File: config.mk
export PLATFORM = sky130hd
export DESIGN_NAME = hazard_scoreboard_flat
export DESIGN_NICKNAME = d
export VERILOG_FILES = /design/src/rtl/hazard_scoreboard_if.sv /design/src/rtl/hazard_scoreboard.sv /design/src/flat_wrapper.sv
export SDC_FILE = /design/constraint.sdc
export NUM_CORES = 1
export LEC_CHECK = 0
export CAP_MARGIN = 30
export CELL_PAD_IN_SITES_DETAIL_PLACEMENT = 1
export CELL_PAD_IN_SITES_GLOBAL_PLACEMENT = 1
export CORE_MARGIN = 5
export CORE_UTILIZATION = 41
export CTS_BUF_LIST = sky130_fd_sc_hd__clkbuf_8 sky130_fd_sc_hd__clkbuf_16
export DETAILED_ROUTE_END_ITERATION = 16
export HOLD_SLACK_MARGIN = 0.02
export PLACE_DENSITY_LB_ADDON = 0.12
export SYNTH_ARGS = -nofsm -noshare
export SYNTH_HDL_FRONTEND = slang
export SYNTH_SLANG_ARGS = --single-unit
File: constraint.sdc
create_clock -name clk -period 2.7 [get_ports clk]
set_input_delay 0.54 -clock clk [delete_from_list [all_inputs] [get_ports clk]]
set_output_delay 0.54 -clock clk [all_outputs]
set_load 0.02 [all_outputs]
File: src/rtl/hazard_scoreboard_if.sv
`default_nettype none
// ============================================================================
// Module      : hazard_scoreboard_if
// Description : Decode-side bundle for the register hazard scoreboard.
// Revision    : 1.0 - initial release
// ============================================================================
interface hazard_scoreboard_if #(
    parameter int REG_W  = 5,
    parameter int NSRC   = 2,
    parameter int NTGT   = 2,
    parameter int STAGES = 3,
    parameter int CNT_W  = 32
);
    localparam int c_stage_w = (STAGES > 1) ? $clog2(STAGES) : 1;
    localparam int c_port_w  = (NTGT > 1) ? $clog2(NTGT) : 1;

    logic                      halt;
    logic                      flush;
    logic                      in_valid;
    logic [NSRC*REG_W-1:0]     in_src;
    logic [NTGT*REG_W-1:0]     in_tgt;
    logic                      stall;
    logic                      issue_valid;
    logic [NSRC-1:0]           fwd_hit;
    logic [NSRC*c_stage_w-1:0] fwd_stage;
    logic [NSRC*c_port_w-1:0]  fwd_port;
    logic [CNT_W-1:0]          stall_count;

    modport master (
        output halt, flush, in_valid, in_src, in_tgt,
        input  stall, issue_valid, fwd_hit, fwd_stage, fwd_port, stall_count
    );

    modport slave (
        input  halt, flush, in_valid, in_src, in_tgt,
        output stall, issue_valid, fwd_hit, fwd_stage, fwd_port, stall_count
    );
endinterface
`default_nettype wire

File: src/rtl/hazard_scoreboard.sv
`default_nettype none
// ============================================================================
// Module      : hazard_scoreboard
// Description : Tracks in-flight destination registers and decides stall or
//               forwarding source for each decode source operand.
// Revision    : 1.0 - initial release
// ============================================================================
module hazard_scoreboard #(
    parameter int REG_W     = 5,
    parameter int NSRC      = 2,
    parameter int NTGT      = 2,
    parameter int STAGES    = 3,
    parameter int FWD_STAGE = 1,
    parameter int CNT_W     = 32
) (
    input  logic              clk,
    input  logic              rst,
    hazard_scoreboard_if.slave sb
);
    localparam int c_stage_w = (STAGES > 1) ? $clog2(STAGES) : 1;
    localparam int c_port_w  = (NTGT > 1) ? $clog2(NTGT) : 1;

    logic                      r_valid [STAGES];
    logic [NTGT*REG_W-1:0]     r_tag   [STAGES];
    logic [CNT_W-1:0]          r_count;

    logic [NSRC-1:0]           w_any;
    logic [NSRC-1:0]           w_mblk;
    logic [c_stage_w-1:0]      w_ms [NSRC];
    logic [c_port_w-1:0]       w_mp [NSRC];
    logic [NSRC-1:0]           w_blk;
    logic [NSRC-1:0]           w_hit;
    logic [NSRC*c_stage_w-1:0] w_fwd_stage;
    logic [NSRC*c_port_w-1:0]  w_fwd_port;
    logic                      w_stall;
    logic                      w_issue;

    // Scan oldest-to-youngest so the youngest, lowest-port match is the one left standing.
    always_comb begin
        for (int i = 0; i < NSRC; i++) begin
            w_any[i]  = 1'b0;
            w_mblk[i] = 1'b0;
            w_ms[i]   = '0;
            w_mp[i]   = '0;
            for (int s = STAGES - 1; s >= 0; s--) begin
                for (int p = NTGT - 1; p >= 0; p--) begin
                    if (sb.in_valid && r_valid[s]
                        && (r_tag[s][p*REG_W +: REG_W] != '0)
                        && (r_tag[s][p*REG_W +: REG_W] == sb.in_src[i*REG_W +: REG_W])) begin
                        w_any[i]  = 1'b1;
                        w_mblk[i] = (s < FWD_STAGE);
                        w_ms[i]   = c_stage_w'(s);
                        w_mp[i]   = c_port_w'(p);
                    end
                end
            end
        end
    end

    always_comb begin
        w_blk       = w_any & w_mblk;
        w_hit       = w_any & ~w_mblk;
        w_fwd_stage = '0;
        w_fwd_port  = '0;
        for (int i = 0; i < NSRC; i++) begin
            if (w_hit[i]) begin
                w_fwd_stage[i*c_stage_w +: c_stage_w] = w_ms[i];
                w_fwd_port[i*c_port_w +: c_port_w]    = w_mp[i];
            end
        end
        w_stall = sb.in_valid && !sb.flush && (|w_blk);
        w_issue = sb.in_valid && !w_stall && !sb.flush;
    end

    assign sb.stall       = w_stall;
    assign sb.issue_valid = w_issue;
    assign sb.fwd_hit     = w_hit;
    assign sb.fwd_stage   = w_fwd_stage;
    assign sb.fwd_port    = w_fwd_port;
    assign sb.stall_count = r_count;

    // Stalls and flushes enter stage 0 as bubbles; older entries keep moving.
    always_ff @(posedge clk) begin
        if (rst) begin
            for (int s = 0; s < STAGES; s++) begin
                r_valid[s] <= 1'b0;
                r_tag[s]   <= '0;
            end
            r_count <= '0;
        end else if (!sb.halt) begin
            for (int s = STAGES - 1; s >= 1; s--) begin
                r_valid[s] <= r_valid[s-1];
                r_tag[s]   <= r_tag[s-1];
            end
            r_valid[0] <= w_issue;
            r_tag[0]   <= w_issue ? sb.in_tgt : '0;
            if (w_stall && (r_count != {CNT_W{1'b1}})) begin
                r_count <= r_count + 1'b1;
            end
        end
    end
endmodule
`default_nettype wire
File: src/flat_wrapper.sv
// flat-port wrapper written by rule: the top's interface ports become plain ports
module hazard_scoreboard_flat 
#(
    parameter int REG_W     = 5,
    parameter int NSRC      = 2,
    parameter int NTGT      = 2,
    parameter int STAGES    = 3,
    parameter int FWD_STAGE = 1,
    parameter int CNT_W     = 32
)
  (clk, rst, sb_halt, sb_flush, sb_in_valid, sb_in_src, sb_in_tgt, sb_stall, sb_issue_valid, sb_fwd_hit, sb_fwd_stage, sb_fwd_port, sb_stall_count);
  hazard_scoreboard_if #(.REG_W(REG_W), .NSRC(NSRC), .NTGT(NTGT), .STAGES(STAGES), .CNT_W(CNT_W)) sb_i ();
  input  logic clk;
  input  logic rst;
  input wire logic [$bits(sb_i.halt)-1:0] sb_halt;
  input wire logic [$bits(sb_i.flush)-1:0] sb_flush;
  input wire logic [$bits(sb_i.in_valid)-1:0] sb_in_valid;
  input wire logic [$bits(sb_i.in_src)-1:0] sb_in_src;
  input wire logic [$bits(sb_i.in_tgt)-1:0] sb_in_tgt;
  output wire logic [$bits(sb_i.stall)-1:0] sb_stall;
  output wire logic [$bits(sb_i.issue_valid)-1:0] sb_issue_valid;
  output wire logic [$bits(sb_i.fwd_hit)-1:0] sb_fwd_hit;
  output wire logic [$bits(sb_i.fwd_stage)-1:0] sb_fwd_stage;
  output wire logic [$bits(sb_i.fwd_port)-1:0] sb_fwd_port;
  output wire logic [$bits(sb_i.stall_count)-1:0] sb_stall_count;
  assign sb_i.halt = sb_halt;
  assign sb_i.flush = sb_flush;
  assign sb_i.in_valid = sb_in_valid;
  assign sb_i.in_src = sb_in_src;
  assign sb_i.in_tgt = sb_in_tgt;
  assign sb_stall = sb_i.stall;
  assign sb_issue_valid = sb_i.issue_valid;
  assign sb_fwd_hit = sb_i.fwd_hit;
  assign sb_fwd_stage = sb_i.fwd_stage;
  assign sb_fwd_port = sb_i.fwd_port;
  assign sb_stall_count = sb_i.stall_count;
  hazard_scoreboard #(.REG_W(REG_W), .NSRC(NSRC), .NTGT(NTGT), .STAGES(STAGES), .FWD_STAGE(FWD_STAGE), .CNT_W(CNT_W)) u_core (.clk(clk), .rst(rst), .sb(sb_i));
endmodule
==> out/qor.yml <==
drt_wl_total_mm: 12.0
arrival_ns: 2.25
fp-row-count: 35
period_needed_ns: 2.79
critical_path.max_stage_delay_ns: 0.56
synth_xor_area_share_pct: 14.8
hold_viol_final: 0
synth_top_area_cell: "edfxtp_1"
antenna_found_initial: 0
synth-compound-area-share_pct: 13.8
clk_latency_ns: 0.34
timing_worst_setup_path_type: "flip-flop to output port"
dp_hpwl_mm: 8.42
ff2ff_path_depth: 10
cts_tree: "done"
ir_worst_vdd_mv: 0.246
multi_input_area_um2: 2190
synth_flop_cell: "edfxtp_1"
port_buffers: 66
holdPathStages: 2
finalNetCount: 549
synth.area.mux_share_pct: 0.261
power.leakage_nw: 2.04
die-height_um: 107
avgSynthCellArea_um2: 9.61
drive_gt1_share_pct: 24.6
synth_top_area_share_pct: 25.8
cts-root-buf: "clkbuf_8"
path_depth: 7
synth_area_um2: 3830
syn_nets: 425
synth_top_family_by_area: "simple AND/OR/NAND/NOR gates"
synth_cell_types: 48
crit_fanout: 2
cts_buffer_depth: 2
num_antenna_cells: 0
area.growth.synth_to_final_pct: 41.0
firstDrtPassIters: 4
vias: 3528
synth_seq_cells: 65
rsz0062_at_grt: "yes"
grt_pass1_vias: 3791
drtIter0Drc: 174
power_density_nw_per_um2: 435
wire_per_inst_um: 18.8
setup_viol: 5
slew_headroom_pct: 67.9
grt_max_degree: 34
placed_area_um2: 4990
violations: "setup timing"
worstMarginPinSlew_ns: 0.479
final_cell_mix: "65 x buf_4, 45 x clkdlybuf4s50_1, 35 x and2_1, 34 x xor2_1, 33 x edfxtp_1"
place.gp.congestion: 0.858
layout.cells.most_common: "buf_4"
yosysWarnings: 0
fin_worst_skew_ns: 0.00797
timing.rr.start: "u_core.r_tag[0][5]"
cts_buffers: 9
max_cap_viol_count: 0
n_fill_cell: 1035
setup_slack_ns: -0.0933
synth-edff-count: 33
ys_seq_area_share_pct: 42.6
cp_cell_sequence: "or4_4 > o21bai_4 > o41ai_4 > or2_1 > buf_6 > nor2_4 > buf_6"
grt_use_total_pct: 21.9
finalCritPeriodShare_pct: 103
grt_pass1_wl_mm: 19.6
crit_path_start_kind: "flip-flop"
ios: 67
end_kind: "output port"
critPathLaunch: "u_core.r_tag[0][9]"
via_per_inst: 5.52
ant_nets: 0
synth-adder-area-share_pct: 0.326
grt_remaining_overflow: 0
cp_num_buf_inv: 2
crit_slowest_cell: "or4_4"
seqCellArea_um2: 1630
ys_top_cells_by_area: "edfxtp_1 26%, dfxtp_1 17%, xor2_1 7.8%"
crit_top_cell: "buf_6"
synth_cells: 399
min_path_type: "flip-flop to flip-flop"
async_flop_share_pct: 0
htreeDepth: 3
status: "finished with violations"
crit_required_ns: 2.16
dp_slack_ns: -0.707
drv_slew: 0
start_util_pct: 41.7
min_from: "u_core.sb.stall_count[12]"
route.detailed.drc: 0
die_area_um2: 11400
core_um2: 9200
place_inst: 613
final_cells: 639
cpLargestDelayFamily: "simple AND/OR/NAND/NOR gates"
yosys.area_share.simple_pct: 24.3
die_x_um: 107
final_area_um2: 5410
max_freq_ghz: 0.358
clock_sink_count: 65
cts.clk_slew.worst_paths_ns: 0.08
-- cells by family (layout without fill, tap and decap cells) --
family / count (synthesis) / after routing
simple gates: 166 / 166
compound gates: 72 / 72
xor+xnor: 65 / 65
flops: 65 / 65
buf+inv: 29 / 158
fa+ha+maj: 1 / 1
mux: 1 / 1
-- synth_stat cells, drive strengths merged (4+ instances only) --
master and count:
a21oi 27, and2 36, buf 15, clkbuf 6, dfxtp 32, edfxtp 33
inv 7, nand2 17, nand3 17, nand4 13, nor2 23, nor3 18
nor4 7, o211ai 4, o21a 6, o21ai 19, o31ai 5, or3 19
or4 8, xnor2 31, xor2 34
-- where the power goes --
| part | internal, mW | switching (mW) | leakage [nW] | total [mW] |
|---|---|---|---|---|
| Sequential | 1.07 | 0.0327 | 0.624 | 1.10 |
| Combinational | 0.153 | 0.159 | 1.29 | 0.312 |
| Clock | 0.541 | 0.401 | 0.120 | 0.942 |
-- registers in the layout (all words and copies together), names as in the netlist --
register and flops:
u_core.r_tag 30, u_core.sb.stall_count 32, u_core.r_valid 3
-- final cells by class --
type / instances / area share [%]
multi-input cells: 305 / 40.5
inverters: 8 / 0.556
clock inverters: 5 / 1.06
clock buffers: 11 / 3.22
well taps: 111 / 2.57
repair buffers: 134 / 21.9
flip-flops and latches: 65 / 30.2
-- stage by stage --
step | hold slack (ns) | power, mW | utilization (%) | setup TNS [ns]
2_1_floorplan | 0.525 | 1.27 | - | 0
3_3_place_gp | 0.485 | 1.39 | 54.1 | -13.34
3_5_place_dp | 0.509 | 1.40 | 54.2 | -15.05
4_1_cts | 0.522 | 2.35 | 58.0 | -0.355
5_1_grt | 0.549 | 2.44 | 58.8 | -1.09
6_report | 0.528 | 2.35 | 58.8 | -0.201
-- metal layers --
layer  share of wire, %  vias up  GRT usage (%)
met5                  0        -              0
met4                1.6        0           7.03
met3                3.0       19           3.43
met2                 52       70           38.8
met1                 43     1757           27.1
li1                   -     1682              -
-- worst paths after layout --
check                                   end  slack (ns)
setup reg to reg  u_core.sb.stall_count[10]        0.13
setup / recovery             sb_issue_valid       -0.09
hold reg to reg   u_core.sb.stall_count[12]        0.53
hold / removal    u_core.sb.stall_count[12]        0.53
-- worst reg2reg max path: stages, from the launching register on --
cell and delay, ns:
edfxtp_1 0.40, buf_4 0.15, buf_4 0.12, buf_4 0.14
xor2_1 0.17, o41ai_4 0.35, buf_6 0.18, buf_4 0.22
o2111ai_2 0.27, or3_1 0.37, a21oi_1 0.15
-- what timing repair did --
action                                  in CTS  in global routing
setup buffers                                9                  2
pin swaps                                   15                  8
endpoints found under the setup margin      14                 22
hold buffers                                 0                  0
resized for setup                           82                 16
Note: power is estimated with default switching activity, not from simulation.
